$ cat src/rtl/shift_pkg.sv
// Shared definitions for the shift execution unit: operation encoding.
package shift_pkg;

    typedef enum logic [1:0] {
        SHIFT_OP_SLL = 2'b00,
        SHIFT_OP_SRL = 2'b01,
        SHIFT_OP_SRA = 2'b10,
        SHIFT_OP_ROL = 2'b11
    } shift_op_e;

endpackage : shift_pkg

$ cat src/rtl/shift_core.sv
// Combinational shifter: logical left/right, arithmetic right, rotate left.
module shift_core
    import shift_pkg::*;
#(
    parameter int XLEN = 32,
    localparam int AW  = $clog2(XLEN)
) (
    input  logic [XLEN-1:0] src,
    input  logic [AW-1:0]   amt,
    input  shift_op_e       op,
    output logic [XLEN-1:0] result
);

    logic [2*XLEN-1:0] rot_wide;

    // Rotate is taken from the upper half of the doubled operand shifted left,
    // which also gives src back unchanged when amt is zero.
    always_comb begin
        rot_wide = {src, src} << amt;
        result   = src;
        unique case (op)
            SHIFT_OP_SLL: result = src << amt;
            SHIFT_OP_SRL: result = src >> amt;
            SHIFT_OP_SRA: result = $signed(src) >>> amt;
            SHIFT_OP_ROL: result = rot_wide[2*XLEN-1:XLEN];
            default:      result = src;
        endcase
    end

endmodule : shift_core

$ cat src/rtl/shift_exec.sv
// Two-stage shift execution unit with valid/ready handshake on both sides.
// S1 captures the operands, S2 holds the registered result.
// Optional macro SHIFT_EXEC_ZERO_FLAG_EN adds the registered out_zero output.
module shift_exec
    import shift_pkg::*;
#(
    parameter int XLEN  = 32,
    parameter int TAG_W = 5,
    localparam int AW   = $clog2(XLEN)
) (
    input  logic             clk,
    input  logic             rst,
    input  logic             flush,
    input  logic             in_valid,
    output logic             in_ready,
    input  logic [1:0]       in_op,
    input  logic [XLEN-1:0]  in_src,
    input  logic [AW-1:0]    in_amt,
    input  logic [TAG_W-1:0] in_tag,
    output logic             out_valid,
    input  logic             out_ready,
    output logic [XLEN-1:0]  out_result,
    output logic [TAG_W-1:0] out_tag,
`ifdef SHIFT_EXEC_ZERO_FLAG_EN
    output logic             out_zero,
`endif
    output logic             busy
);

    logic             s1_valid_q, s1_valid_d;
    logic             s2_valid_q, s2_valid_d;
    shift_op_e        s1_op_q;
    logic [XLEN-1:0]  s1_src_q;
    logic [AW-1:0]    s1_amt_q;
    logic [TAG_W-1:0] s1_tag_q;
    logic [XLEN-1:0]  s2_result_q;
    logic [TAG_W-1:0] s2_tag_q;
    logic [XLEN-1:0]  core_result;
    logic             s2_can_load;
    logic             accept;
    logic             s2_load;

    assign s2_can_load = !s2_valid_q || out_ready;
    assign in_ready    = !flush && (!s1_valid_q || s2_can_load);
    assign accept      = in_valid && in_ready;
    assign s2_load     = s2_can_load && s1_valid_q;

    shift_core #(.XLEN(XLEN)) u_core (
        .src    (s1_src_q),
        .amt    (s1_amt_q),
        .op     (s1_op_q),
        .result (core_result)
    );

    // Next-state of the stage valid bits; flush kills both stages.
    always_comb begin
        s1_valid_d = s1_valid_q;
        s2_valid_d = s2_valid_q;
        if (flush) begin
            s1_valid_d = 1'b0;
            s2_valid_d = 1'b0;
        end else begin
            if (s2_can_load) begin
                s2_valid_d = s1_valid_q;
            end
            if (accept) begin
                s1_valid_d = 1'b1;
            end else if (s2_can_load) begin
                s1_valid_d = 1'b0;
            end
        end
    end

    // Valid bits are the only pipeline state touched by reset.
    always_ff @(posedge clk) begin
        if (rst) begin
            s1_valid_q <= 1'b0;
            s2_valid_q <= 1'b0;
        end else begin
            s1_valid_q <= s1_valid_d;
            s2_valid_q <= s2_valid_d;
        end
    end

    // Operand capture and result register; S2 only reloads from a valid S1,
    // so a stalled result stays put.
    always_ff @(posedge clk) begin
        if (accept) begin
            s1_op_q  <= shift_op_e'(in_op);
            s1_src_q <= in_src;
            s1_amt_q <= in_amt;
            s1_tag_q <= in_tag;
        end
        if (s2_load) begin
            s2_result_q <= core_result;
            s2_tag_q    <= s1_tag_q;
        end
    end

`ifdef SHIFT_EXEC_ZERO_FLAG_EN
    logic s2_zero_q;

    // Zero flag follows the result register and clears on reset.
    always_ff @(posedge clk) begin
        if (rst) begin
            s2_zero_q <= 1'b0;
        end else if (s2_load) begin
            s2_zero_q <= (core_result == '0);
        end
    end

    assign out_zero = s2_zero_q;
`endif

    assign out_valid  = s2_valid_q;
    assign out_result = s2_result_q;
    assign out_tag    = s2_tag_q;
    assign busy       = s1_valid_q || s2_valid_q;

endmodule : shift_exec

$ cat config.mk
export PLATFORM = sky130hd
export DESIGN_NAME = shift_exec
export DESIGN_NICKNAME = d
export VERILOG_FILES = /design/src/rtl/shift_pkg.sv /design/src/rtl/shift_core.sv /design/src/rtl/shift_exec.sv
export SDC_FILE = /design/constraint.sdc
export NUM_CORES = 1
export LEC_CHECK = 0
export ABC_AREA = 1
export CORE_MARGIN = 4
export CORE_UTILIZATION = 35
export CTS_BUF_LIST = sky130_fd_sc_hd__clkbuf_8
export CTS_CLUSTER_SIZE = 25
export DETAILED_ROUTE_END_ITERATION = 12
export PLACE_DENSITY_LB_ADDON = 0.3
export SYNTH_ARGS = -nofsm -noshare
export SYNTH_HDL_FRONTEND = slang
export SYNTH_SLANG_ARGS = --single-unit
$ cat constraint.sdc
create_clock -name clk -period 3.6 [get_ports clk]
set_clock_uncertainty 0.05 [all_clocks]
set_input_delay 0.72 -clock clk [delete_from_list [all_inputs] [get_ports clk]]
set_output_delay 0.72 -clock clk [all_outputs]
set_load 0.01 [all_outputs]
==> flow_summary.toml <==
[outcome]
outcome = "completed"

[synthesis]
ys_seq_elements = 83
synth_edf_count = 81
synth_top_area_share_pct = 33.2
yosysMostFrequentCell = "nand2_1"
synth_common_cells = "nand2_1, nand3_1, edfxtp_1, buf_2, nor2_1"
synth-compound-area-share_pct = 5.46
synth_ff_type = "edfxtp_1"
synth.distinct_cells = 36
synthXorXnorAreaFrac_pct = 0
synthMuxAreaShare_pct = 0
netlist_area_mm2 = 0.00733
synth_area_leaders = "edfxtp_1, nand3_1, nand2_1, buf_2, nand2_2"
ys_seq_area_share_pct = 33.7
ys_warn_count = 0
async_flop_share_pct = 0
syn_avg_cell_area_um2 = 6.78
synth-adder-area-share_pct = 0
synth_cells = 1081
synth_top_family_by_area = "simple AND/OR/NAND/NOR gates"
synth-simple-area-share_pct = 53.1
syn_nets = 1130
synth_top_area_cell = "edfxtp_1"

[worst_setup_path]
cp-start-kind = "input pin"
path_delay_family = "buffers and inverters"
cp_common_cell = "inv_1"
arrival_ns = 2.12
crit_path_max_fanout = 2
max_stage_delay_ns = 0.53
path_cells = "clkdlybuf4s50_1, inv_1, nand2_1, nor2_1, inv_1, nand2_1, inv_1, clkdlybuf4s50_1"
required_ns = 2.83
path_buf_inv = 5
endpoint_kind = "primary output"
path_class = "input pin to primary output"
crit_slowest_cell = "clkdlybuf4s50_1"

[die]
core_area_mm2 = 0.0204
start_util_pct = 35.9
num_rows = 52
dieArea_mm2 = 0.0233
die-height_um = 153
die_x_um = 153
io_pins = 89

[layout]
seq_area_mm2 = 0.00247
diodes = 0
multi_input_area_mm2 = 0.00431
fillers = 2244
final_nets = 1175
drive_above_1_share_pct = 9.73
syn_to_final_growth_pct = 16.4

[cts]
ctsResizeCount = 0
cts_hold_buf = 0
cts_setup_buffers = 0
clk_path_buf_depth = 2
clkSlewWorstSetupHoldPaths_ns = 0.10
clock-root-buffer = "clkbuf_8"
clkLatencyLatePin_ns = 0.39
clock-sinks = 83
tritoncts = "built"
htree_levels = 3
numCtsBuffers = 9

[timing]
min_period_over_period_pct = 80.3
slew_headroom_pct = 42.9
fmax_ghz = 0.346
slew_viol_final = 0
fin_tns_setup_ns = 0
rsz0062_at_grt = "false"
finalSetupViolCount = 0
min_period_ns = 2.89
hold_viol = 0
tightest_slew_ns = 0.853
holdWs_ns = 0.380

[power]
ir_worst_vdd_mv = 0.179
power.density_mw_per_mm2 = 309
leakage_uw = 0.00369

[min_path]
holdCritPathClass = "register to register"

[drt]
drt_iter0_drc = 1156
dr.pass1.iters = 7
drc_errors = 0
wl_per_cell_um = 18.0
drt-total-wl_um = 25200
vias = 8025
postRouteAntennaNets = 0
viasPerCell = 5.73

[placement]
portBuffers = 88
hpwlAfterDp_um = 18500
gp_congestion = 0.992

[run]
maxCapViolations = 0

[global_route]
antenna_found_initial = 0
first_global_vias = 7347
grt_pass1_wl_um = 39700
grt_max_degree = 77
overflow = 0
grt_usage_pct = 21.1
sequential cells by signal, summed over array words and instances (netlist names):
name	cells
s1_amt_q	5
s1_op_q	2
s1_valid_q	1
out_valid	1
out_result	32
s1_tag_q	5
out_tag	5
s1_src_q	32
final cells by class:
cell class,count,share of cell area (%)
Timing Repair Buffer,106,12.3
Clock inverter,7,1.29
Multi-Input combinational cell,895,50.5
Inverter,31,1.45
Clock buffer,9,1.45
Tap cell,270,3.96
Sequential cell,83,29.0
through the flow:
stage / cell area [um2] / instances / utilization [%] / total power [uW] / worst slack (ns)
final: 8530 / 1401 / 41.8 / 2640 / 0.708
after floorplan: 7330 / 1081 / - / 1610 / 0.279
after global routing: 8530 / 1401 / 41.8 / 2770 / 0.614
after global placement: 8300 / 1385 / 40.6 / 1830 / 0.714
after CTS: 8530 / 1401 / 41.8 / 2640 / 0.697
after detailed placement: 8300 / 1385 / 40.6 / 1840 / 0.705
cells in the final DEF, fill, tap and decap left out, types with 11 or more instances in the layout:
cell type / n
nand2_1: 364
nand3_1: 347
clkdlybuf4s50_1: 88
edfxtp_1: 81
nor2_1: 32
nand2_2: 30
inv_1: 27
a21oi_1: 21
nand4_1: 18
buf_4: 15
o21ai_0: 13
nand3_2: 11
o211ai_1: 11
per-layer routing:
| layer | vias to the layer above | track usage [%] | part of all wire, % |
|---|---|---|---|
| met5 | - | 0 | 0 |
| li1 | 3818 | - | - |
| met2 | 450 | 32.9 | 45 |
| met4 | 0 | 9.46 | 4.8 |
| met1 | 3690 | 28.5 | 41 |
| met3 | 67 | 4.09 | 9.4 |
path summary, 6_finish.rpt:
kind,startpoint,endpoint,slack (ns),depth (start not counted)
worst max-delay path,out_ready,in_ready,0.71,8
worst min-delay path,s1_tag_q[4],out_tag[4],0.38,0
worst max register to register,s1_amt_q[1],out_result[4],1.20,8
worst min register to register,s1_tag_q[4],out_tag[4],0.38,0
logic make-up (layout without fill, tap and decap cells):
| logic type | Yosys count | after routing |
|---|---|---|
| flops | 83 | 83 |
| buf+inv | 103 | 153 |
| simple gates | 829 | 829 |
| compound gates | 66 | 66 |
power breakdown:
part | switching [uW] | internal (uW) | total [uW]
Clock | 404 | 402 | 807
Combinational | 452 | 243 | 695
Sequential | 24.8 | 1110 | 1130
Total | 881 | 1760 | 2640
No activity file was read; power rests on OpenSTA's default activity.
